### config.mk
export PLATFORM = sky130hd
export DESIGN_NAME = store_merge
export DESIGN_NICKNAME = d
export VERILOG_FILES = /design/src/rtl/store_merge_pkg.sv /design/src/rtl/store_merge_lane.sv /design/src/rtl/store_merge.sv
export SDC_FILE = /design/constraint.sdc
export NUM_CORES = 1
export LEC_CHECK = 0
export ABC_CLOCK_PERIOD_IN_PS = 5000
export BUFFER_PORTS_ARGS = -buffer_cell sky130_fd_sc_hd__buf_4
export CAP_MARGIN = 25
export CORE_MARGIN = 2
export CORE_UTILIZATION = 51
export CTS_CLUSTER_DIAMETER = 50
export DETAILED_ROUTE_END_ITERATION = 6
export PLACE_DENSITY = 0.86
export SYNTH_ARGS = -nofsm -noshare
export SYNTH_HDL_FRONTEND = slang
export SYNTH_SLANG_ARGS = --single-unit
### constraint.sdc
create_clock -name clk -period 5 [get_ports clk]
set_clock_uncertainty 0.15 [all_clocks]
set_input_delay 1 -clock clk [delete_from_list [all_inputs] [get_ports clk]]
set_output_delay 1 -clock clk [all_outputs]
set_load 0.01 [all_outputs]
### src/rtl/store_merge_pkg.sv
// Shared definitions for the sub-word store unit: store size codes, FSM states
// and the alignment rule.
package store_merge_pkg;

    typedef enum logic [1:0] {
        STOP_W   = 2'b00,
        STOP_H   = 2'b01,
        STOP_B   = 2'b10,
        STOP_RSV = 2'b11
    } stop_e;

    typedef enum logic [2:0] {
        ST_IDLE,
        ST_READ,
        ST_CAPT,
        ST_WRITE,
        ST_ERR
    } state_e;

    // True when the request must take the error path (misaligned or reserved size).
    function automatic logic store_bad(input stop_e size, input logic [1:0] lane);
        case (size)
            STOP_W:  return lane != 2'b00;
            STOP_H:  return lane[0];
            STOP_B:  return 1'b0;
            default: return 1'b1;
        endcase
    endfunction

endpackage

### src/rtl/store_merge_lane.sv
// Combinational lane insert: writes the narrowed operand into the old memory word
// at the little-endian lane(s) selected by the low address bits.
module st_lane_merge
    import store_merge_pkg::*;
(
    input  logic [31:0] old_word,
    input  logic [31:0] wdata,
    input  stop_e       size,
    input  logic [1:0]  lane,
    output logic [31:0] merged
);

    always_comb begin
        merged = old_word;
        case (size)
            STOP_W: merged = wdata;
            STOP_H: begin
                if (lane[1]) merged[31:16] = wdata[15:0];
                else         merged[15:0]  = wdata[15:0];
            end
            STOP_B:  merged[{lane, 3'b000} +: 8] = wdata[7:0];
            default: merged = old_word;
        endcase
    end

endmodule

### src/rtl/store_merge.sv
// Sub-word store unit: SW writes directly, SB/SH do read-modify-write on a
// word-wide memory without byte enables. Start/done handshake with the controller.
module store_merge
    import store_merge_pkg::*;
#(
    parameter int unsigned AW = 32
) (
    input  logic          clk,
    input  logic          rstn,
    input  logic          start,
    input  logic [1:0]    size,
    input  logic [AW-1:0] addr,
    input  logic [31:0]   wdata,
    output logic          busy,
    output logic          done,
    output logic          err,
    output logic [AW-1:0] mem_addr,
    output logic          mem_rd,
    input  logic [31:0]   mem_rdata,
    output logic          mem_wr,
    output logic [31:0]   mem_wdata
);

    state_e        state;
    state_e        state_nx;
    stop_e         size_q;
    logic [AW-1:0] addr_q;
    logic [31:0]   wbuf;
    logic [31:0]   merged;

    always_comb begin
        state_nx = state;
        case (state)
            ST_IDLE: begin
                if (start) begin
                    if (store_bad(stop_e'(size), addr[1:0])) state_nx = ST_ERR;
                    else if (stop_e'(size) == STOP_W)        state_nx = ST_WRITE;
                    else                                     state_nx = ST_READ;
                end
            end
            ST_READ:  state_nx = ST_CAPT;
            ST_CAPT:  state_nx = ST_WRITE;
            ST_WRITE: state_nx = ST_IDLE;
            ST_ERR:   state_nx = ST_IDLE;
            default:  state_nx = ST_IDLE;
        endcase
    end

    // wbuf holds the raw operand until CAPT, then the merged word to be written.
    always_ff @(posedge clk or negedge rstn) begin
        if (!rstn) begin
            state  <= ST_IDLE;
            size_q <= STOP_W;
            addr_q <= '0;
            wbuf   <= '0;
        end else begin
            state <= state_nx;
            if (state == ST_IDLE && start) begin
                size_q <= stop_e'(size);
                addr_q <= addr;
                wbuf   <= wdata;
            end else if (state == ST_CAPT) begin
                wbuf <= merged;
            end
        end
    end

    st_lane_merge u_merge (
        .old_word (mem_rdata),
        .wdata    (wbuf),
        .size     (size_q),
        .lane     (addr_q[1:0]),
        .merged   (merged)
    );

    assign busy      = (state != ST_IDLE);
    assign done      = (state == ST_WRITE) || (state == ST_ERR);
    assign err       = (state == ST_ERR);
    assign mem_rd    = (state == ST_READ);
    assign mem_wr    = (state == ST_WRITE);
    assign mem_addr  = busy ? {addr_q[AW-1:2], 2'b00} : '0;
    assign mem_wdata = wbuf;

endmodule
-- After elaboration in Yosys (flattened, before gate mapping)
Cells that the tools add are included.
- word-level logic and storage cells: 43
- input port bits: 101
- flip-flop bits (word level): 69
- output and inout bits: 69
- add/subtract/negate cells: 1
- reductions and logical operators: 10
- equal/unequal tests: 11
- multiplexer cells: 14
- shift operators: 2
- operators by type and width (operator ; number):
    two-way mux 32 bit ; 3
    one-hot mux 32 bit (3 select lines) ; 1
    bitwise mux 32 bit ; 1
    two-way mux 16 bit ; 2
    variable shift 8 x 7 -> 32 bit (first input constant) ; 1
    variable part select 8 x 7 -> 32 bit ; 1
    one-hot mux 3 bit (3 select lines) ; 1
    negator 5 -> 7 bit ; 1
    == test 3 x 2 -> 1 bit (second input constant) ; 2
    two-way mux 3 bit ; 2
    == test 2 x 1 -> 1 bit (second input constant) ; 2
    == test 2 bit (second input constant) ; 2
    logical NOT 2 bit ; 2
    != test 2 bit (second input constant) ; 2
    nonzero test 2 bit ; 2
    == test 3 x 1 -> 1 bit (second input constant) ; 1
    == test 3 bit (second input constant) ; 1
    logical NOT 3 bit ; 1
    != test 3 bit (second input constant) ; 1
    one-hot mux 1 bit (3 select lines) ; 1
    AND reduction 3 bit ; 1
    nonzero test 3 bit ; 1
    two-way mux 1 bit ; 2
    two-way mux 2 bit ; 1
    3 further kinds ; 3

-- Depth between registers and ports, before layout
Gate-level depths: netlist (run 1).
- word-level depth: 7
- depth in mapped cells: 8
- mapped depth without buffers: 6

-- By module
Synthesis (run 1) repeated with hierarchy kept, for this count alone.
- cells, all modules: 379
- area, all modules: 4106.4 um2
- by module, submodules not included (module ; sequential area each (um2) ; area an instance (um2) ; cells an instance ; instances):
    store_merge ; 1726.7 ; 3076.7 ; 238 ; 1
    st_lane_merge ; 0.0 ; 1029.7 ; 141 ; 1

-- Worst setup path after synthesis (run 1)
No wires, ideal clock.
- path kind: in2reg
- start point: input port start
- end point: register wbuf[13] (netlist: mem_wdata[13])
- arrival: 2.144 ns
- slack: 2.583 ns
- setup time: 0.123 ns
- cell stages on the path: 4
- path buffers: 2
- data required time: 4.727 ns
- cells stage by stage: or4b_2 > buf_2 > clkbuf_1 > o221a_2
- longest elaborated chain between the ends: 3
- elaborated cells on any way between the ends: 6
- those cells by class: eq/ne: 2; mux: 1; reduce/logical: 3
- ends and longest elaborated chain (element ; RTL line ; source):
    start: declaration ; store_merge.sv:10 ; input logic start,
    logical AND 1 bit * ; store_merge.sv:58 ; if (state == ST_IDLE && start) begin
    != test 3 bit (no source line) (tied with other cells) ; n/a ;
    AND reduction 3 bit (no source line) ; n/a ;
    end signal: assignment ; store_merge.sv:61 ; wbuf <= wdata;
    end signal: assignment ; store_merge.sv:63 ; wbuf <= merged;
    end: declaration ; store_merge.sv:28 ; logic [31:0] wbuf;
Mark *: on every way between the ends. The rest lies on a longest branch, timed or not.
A chain may end at the register's enable or synchronous reset.

-- Worst setup path in the final report (run 1)
- start point: register state[1]
- end point: output port mem_addr[3]
- longest elaborated chain between the ends: 2
- ends and longest elaborated chain (element ; RTL line ; source):
    start: declaration ; store_merge.sv:24 ; state_e state;
    start signal: assignment ; store_merge.sv:57 ; state <= state_nx;
    nonzero test 3 bit ; store_merge.sv:76 ; assign busy = (state != ST_IDLE);
    two-way mux 32 bit ; store_merge.sv:81 ; assign mem_addr = busy ? {addr_q[AW-1:2], 2'b00} : '0;
    end: declaration ; store_merge.sv:17 ; output logic [AW-1:0] mem_addr,
Every way passes these cells.

==> run_results.csv, run 1 <==
group,metric,value,unit
run_status,outcome,"finished, final reports clean",
timing,period_share,0.558,
synth,synth_mux_area_frac,0,
timing,worst_pin_slew,865,ps
setup_path,crit_family,"flip-flops",
worst_hold_path,hold_path_class,"flop to flop",
floorplan,dieArea,7820,um2
floorplan,die_w,88.4,um
setup_path,path_buf_inv,2,
synth,synth_compound_area_frac,0.183,
synth,synth-xor-area-share,0,
pwr,internal-power,0.00192,W
placement,gp_congestion,0.906,
finish,fin_cells,657,
pwr,seq_power_share,0.317,
synth,synth-simple-area-share,0.268,
detailed_routing,drt_pass1_iterations,5,
pwr,ir_drop,0.345,mV
placement,io_buffers,167,
placement,dp_hpwl,8080,um
setup_path,max_stage_delay,510,ps
setup_path,startpoint,"state[1]$_DFFE_PN0P_",
setup_path,cp.arrival,1640,ps
setup_path,r2r_end,"mem_wdata[8]$_DFFE_PN0P_",
finish,antenna_cells,0,
finish,drive_gt1_frac,0.367,
timing,final_max_slew_viol_count,0,
finish,fin_area,5130,um2
finish,area_growth,41.3,%
clocking,ctsLongestPathBuffers,2,
detailed_routing,vias,3578,
detailed_routing,drt-vias-per-instance,5.45,
timing,slew_headroom,0.424,
timing,hold_viol,0,
grt,overflow,0,
clocking,cts.sinks,69,
setup_path,crit_chain,"nor3_2 > buf_4 > nor2b_1 > buf_4",
pwr,leakage,2.64,nW
finish,regArea,1730,um2
setup_path,r2r-start,"addr_q[1]$_DFFE_PN0P_",
clocking,cts_root_buf,"clkbuf_8",
pwr,p_clk_frac,0.140,
timing,fmax,358,MHz
synth,async_flop_share,1.00,
setup_path,r2r_slack,2540,ps
synth,yosys.cell_types.count,49,
setup_path,crit_type,"flop to output pin",
setup_path,worstRegToRegCells,6,
floorplan,coreArea,6830,um2
clocking,clk-insertion-delay-late,330,ps
setup_path,endpoint_kind,"output pin",
synth,netlist_area,3630,um2
setup_path,startpoint_type,"flop",
pwr,combinationalPowerShare,0.543,
finish,layout_common_cells,"buf_4 (170), nand2_1 (119), dfrtp_1 (69)",
setup_path,worstPathMaxFanout,31,
timing,min_period,2790,ps
timing,rsz0062_at_grt,"false",
detailed_routing,drtIter0Drc,214,
grt,antenna_found_initial,0,
grt,grt_max_degree,70,
placement,place_area,4910,um2
pwr,swShare,0.425,
detailed_routing,ant_nets,0,
setup_path,path_depth,4,
detailed_routing,wl_per_cell,16.3,um
clocking,post_cts_buffers,0,
floorplan,start_util,0.532,
pwr,finalPower,0.00334,W
setup_path,crit_slowest_cell,"dfrtp_1",
clocking,clk_pin_slew_worst_paths,80,ps
pwr,switching_power,0.00142,W
synth,synth_top_family_by_area,"simple AND/OR/NAND/NOR gates",
clocking,cts_buffers,9,
grt,grtUsageTotal,0.282,
grt,grt_pass1_vias,3572,
synth,postSynthAreaPerCell,9.13,um2
timing,fin_setup_tns,0,ps
floorplan,pin_count,170,
finish,final_common_cell,"buf_4",
synth,yosysSeqAreaShare,0.475,
synth,synth_flop_cell,"dfrtp_1",
floorplan,rows,30,
synth,synthCells,398,
job,max_cap_violations,0,
timing,setup_violations,0,
synth,synthAdderAreaFrac,0.0275,
setup_path,crit_end,"mem_addr[3]",
timing,whs,319,ps
floorplan,fp.dieH,88.4,um
detailed_routing,drc,0,
clocking,cts_max_level,3,
clocking,cts_tree,"yes",
setup_path,worstPathRequired,3850,ps
finish,multi_input_area,1760,um2
finish,nFillCells,517,
synth,yosys_warnings,0,
placement,place_inst,640,
synth,synth_edf_count,0,
detailed_routing,routed_wirelength,10700,um
clocking,postCtsHoldBufs,0,
setup_path,cpMostUsedCell,"buf_4",
grt,grt_pass1_wl,16900,um
finish,nets,665,
synth,ys_ff_latch,69,
pwr,p_per_area,651,nW/um2
clocking,cts.repair.resized,0,
-- cells in the mapped netlist, types with 2 or more instances --
cell type	number	share of area
ha_1	8	0.028
buf_2	4	0.0055
o221a_2	2	0.0062
o22ai_1	8	0.014
o21ai_0	20	0.028
clkbuf_1	13	0.013
inv_1	7	0.0072
nor3_1	5	0.0069
dfrtp_1	69	0.48
nand2_1	119	0.12
a21oi_1	2	0.0028
nand3_1	2	0.0028
nand2b_1	5	0.0086
nor2_1	13	0.013
buf_4	4	0.0083
a22oi_1	7	0.014
a221o_1	8	0.022
and2_1	2	0.0034
nor3b_1	2	0.0041
a221oi_1	17	0.041
nor2b_1	31	0.053
a21oi_4	2	0.0089
o221ai_1	5	0.012
buf_6	2	0.0062
a21o_1	8	0.017
and2_2	7	0.014
o211ai_1	3	0.0062
and3_1	2	0.0034
-- cell families after synthesis --
family                     count (synthesis)
other                                      1
adders and majority gates                  8
AOI/OAI and AO/OA                         87
and+or+nand+nor                          201
DFF                                       69
buffers and inverters                     32
-- metrics by stage --
step	utilization	worst slack [ps]
after floorplan	-	2580
after global placement	0.718	2120
after detailed placement	0.718	2070
after CTS	0.749	2200
after global routing	0.752	2090
final	0.752	2210
-- routing by layer --
metal | up-vias | global-route usage | wire [um]
li1 | 1698 | - | -
met1 | 1677 | 0.343 | 4230
met2 | 180 | 0.485 | 5400
met3 | 23 | 0.0709 | 869
met4 | 0 | 0.105 | 238
met5 | - | 0 | 0
-- power by group through the flow --
stage / registers, W / logic [W] / clock network (W)
2_1_floorplan: 0.00103 / 0.00108 / 0
3_3_place_gp: 0.00106 / 0.00175 / 0
3_5_place_dp: 0.00106 / 0.00181 / 0
4_1_cts: 0.00105 / 0.00181 / 0.000475
5_1_grt: 0.00109 / 0.00201 / 0.000502
6_report: 0.00106 / 0.00181 / 0.000469
-- sequential cells by signal, summed over array words and instances (netlist names) --
| name | count |
|---|---|
| state | 3 |
| mem_wdata | 32 |
| addr_q | 32 |
| size_q | 2 |
-- final cells by class --
class | count | share of cell area
tap | 96 | 0.0234
timing repair buffer | 171 | 0.252
multi-input combinational | 298 | 0.342
inverter | 7 | 0.00512
clock buffer | 10 | 0.0268
sequential | 69 | 0.336
clock inverter | 6 | 0.0136
-- worst register-to-register path, delay by kind of cell, from the launching register on --
| kind | cells | cell delay, ps |
|---|---|---|
| simple gates | 2 | 890 |
| flops | 1 | 440 |
| compound gates | 2 | 390 |
| fa+ha+maj | 1 | 350 |
| buf+inv | 1 | 160 |
-- worst min path at each step --
stage | cells after the start | startpoint | end
floorplan | 2 | addr_q[10]$_DFFE_PN0P_ | addr_q[10]$_DFFE_PN0P_
global placement | 2 | addr_q[10]$_DFFE_PN0P_ | addr_q[10]$_DFFE_PN0P_
detailed placement | 2 | addr_q[10]$_DFFE_PN0P_ | addr_q[10]$_DFFE_PN0P_
CTS | 2 | addr_q[3]$_DFFE_PN0P_ | addr_q[3]$_DFFE_PN0P_
global route | 2 | addr_q[13]$_DFFE_PN0P_ | addr_q[13]$_DFFE_PN0P_
finish | 2 | addr_q[3]$_DFFE_PN0P_ | addr_q[3]$_DFFE_PN0P_
Power figures use the tool's default switching activity.
==> inputs of run 2 (changes only) <==
- ABC_CLOCK_PERIOD_IN_PS: 5000 -> 2680
- CORE_UTILIZATION: 51 -> 47
- PLACE_DENSITY: 0.86 -> 0.81
- clock period: 5 -> 2.68 ns (I/O delays scaled with it)
==> run_results.csv, run 2 (same netlist as run 1, synthesis figures left out) <==
group,metric,value,unit
detailed_routing,ant_nets,0,
worst_hold_path,hold_path_class,"input pin to asynchronous set/reset pin",
timing,slew_headroom,0.424,
finish,fin_cells,665,
setup_path,cp.arrival,1630,ps
timing,whs,137,ps
clocking,cts_max_level,3,
timing,period_share,0.863,
floorplan,die_w,91.9,um
clocking,cts_root_buf,"clkbuf_8",
timing,worst_pin_slew,864,ps
floorplan,coreArea,7610,um2
detailed_routing,drc,0,
floorplan,fp.dieH,91.9,um
grt,antenna_found_initial,0,
floorplan,dieArea,8450,um2
finish,nets,667,
timing,fmax,432,MHz
grt,grt_pass1_wl,17000,um
finish,nFillCells,661,
detailed_routing,drtIter0Drc,181,
clocking,postCtsHoldBufs,0,
clocking,clk-insertion-delay-late,340,ps
placement,dp_hpwl,7740,um
clocking,post_cts_buffers,0,
floorplan,pin_count,170,
setup_path,startpoint_type,"flop",
timing,rsz0062_at_grt,"false",
pwr,leakage,2.65,nW
timing,fin_ws,368,ps
finish,antenna_cells,0,
timing,hold_viol,0,
clocking,cts.repair.resized,0,
finish,regArea,1730,um2
pwr,p_per_area,1190,nW/um2
timing,fin_setup_tns,0,ps
detailed_routing,vias,3564,
clocking,clk_pin_slew_worst_paths,80,ps
clocking,ctsLongestPathBuffers,2,
setup_path,worstPathRequired,1990,ps
detailed_routing,drt_pass1_iterations,4,
pwr,ir_drop,0.556,mV
finish,drive_gt1_frac,0.368,
finish,layout_common_cells,"buf_4 (173), nand2_1 (119), dfrtp_1 (69)",
finish,final_common_cell,"buf_4",
clocking,cts.sinks,69,
clocking,cts_buffers,9,
run_status,outcome,"finished, final reports clean",
floorplan,start_util,0.478,
placement,preCtsSetupSlack,377,ps
job,max_cap_violations,0,
timing,min_period,2310,ps
placement,gp_congestion,0.879,
setup_path,worstPathMaxFanout,31,
timing,setup_violations,0,
setup_path,crit_type,"flop to output pin",
placement,place_inst,649,
detailed_routing,drt-vias-per-instance,5.36,
grt,grtUsageTotal,0.254,
finish,area_growth,41.3,%
timing,final_max_slew_viol_count,0,
finish,multi_input_area,1760,um2
floorplan,rows,32,
pwr,finalPower,0.00613,W
grt,grt_max_degree,70,
detailed_routing,routed_wirelength,10400,um
setup_path,endpoint_kind,"output pin",
placement,io_buffers,167,
grt,grt_pass1_vias,3546,
detailed_routing,wl_per_cell,15.6,um
clocking,cts_tree,"yes",
grt,overflow,0,
-- run 2: cell count changes in the layout (fill, tap and decap cells not counted) --
cell,delta
clkinv_2,+1
buf_4,+3
inv_6,-1
buf_12,-1
clkbuf_1,+1
clkinvlp_4,-1
-- run 2: path summary, 6_finish.rpt --
kind	startpoint	slack [ps]	cells past startpoint	endpoint
hold / removal	rstn	140	1	mem_wdata[0]$_DFFE_PN0P_
setup / recovery	state[1]$_DFFE_PN0P_	370	4	mem_addr[3]
setup reg to reg	size_q[0]$_DFFE_PN0P_	380	6	mem_wdata[2]$_DFFE_PN0P_
min in group clk	addr[27]	230	3	addr_q[27]$_DFFE_PN0P_
max in group asynchronous	rstn	1650	1	mem_wdata[29]$_DFFE_PN0P_
hold reg to reg	addr_q[25]$_DFFE_PN0P_	320	2	addr_q[25]$_DFFE_PN0P_
-- run 2: layer usage --
metal,part of all wire,up-vias,routed length [um],global-route usage
met5,0,-,0,0
met4,0.019,0,201,0.0896
met3,0.057,20,589,0.0452
met2,0.49,126,5040,0.404
met1,0.44,1724,4530,0.352
li1,-,1694,-,-
-- run 2: area by class of cell --
class | count | share of cell area
clock buffers | 11 | 0.0275
clock inverters | 5 | 0.0114
well taps | 102 | 0.0248
inverters | 7 | 0.00511
flip-flops and latches | 69 | 0.336
multi-input cells | 298 | 0.342
repair buffers | 173 | 0.253
-- run 2: through the flow --
stage | instance area (um2) | utilization
floorplan | 3640 | -
global placement | 4940 | 0.649
detailed placement | 4940 | 0.649
CTS | 5140 | 0.675
global route | 5140 | 0.675
finish | 5140 | 0.675
-- run 2: worst max-delay path: stages (launching register included) --
cell	delay [ps]
dfrtp_1	500
nor3_2	190
buf_4	320
nor2b_1	110
buf_4	160
-- run 2: report_power, final --
| group | total [W] | internal (W) | leakage [nW] | switching (W) |
|---|---|---|---|---|
| logic | 0.00331 | 0.00157 | 1.71 | 0.00175 |
| clock network | 0.000854 | 0.000457 | 0.0959 | 0.000396 |
| registers | 0.00197 | 0.00155 | 0.847 | 0.000418 |
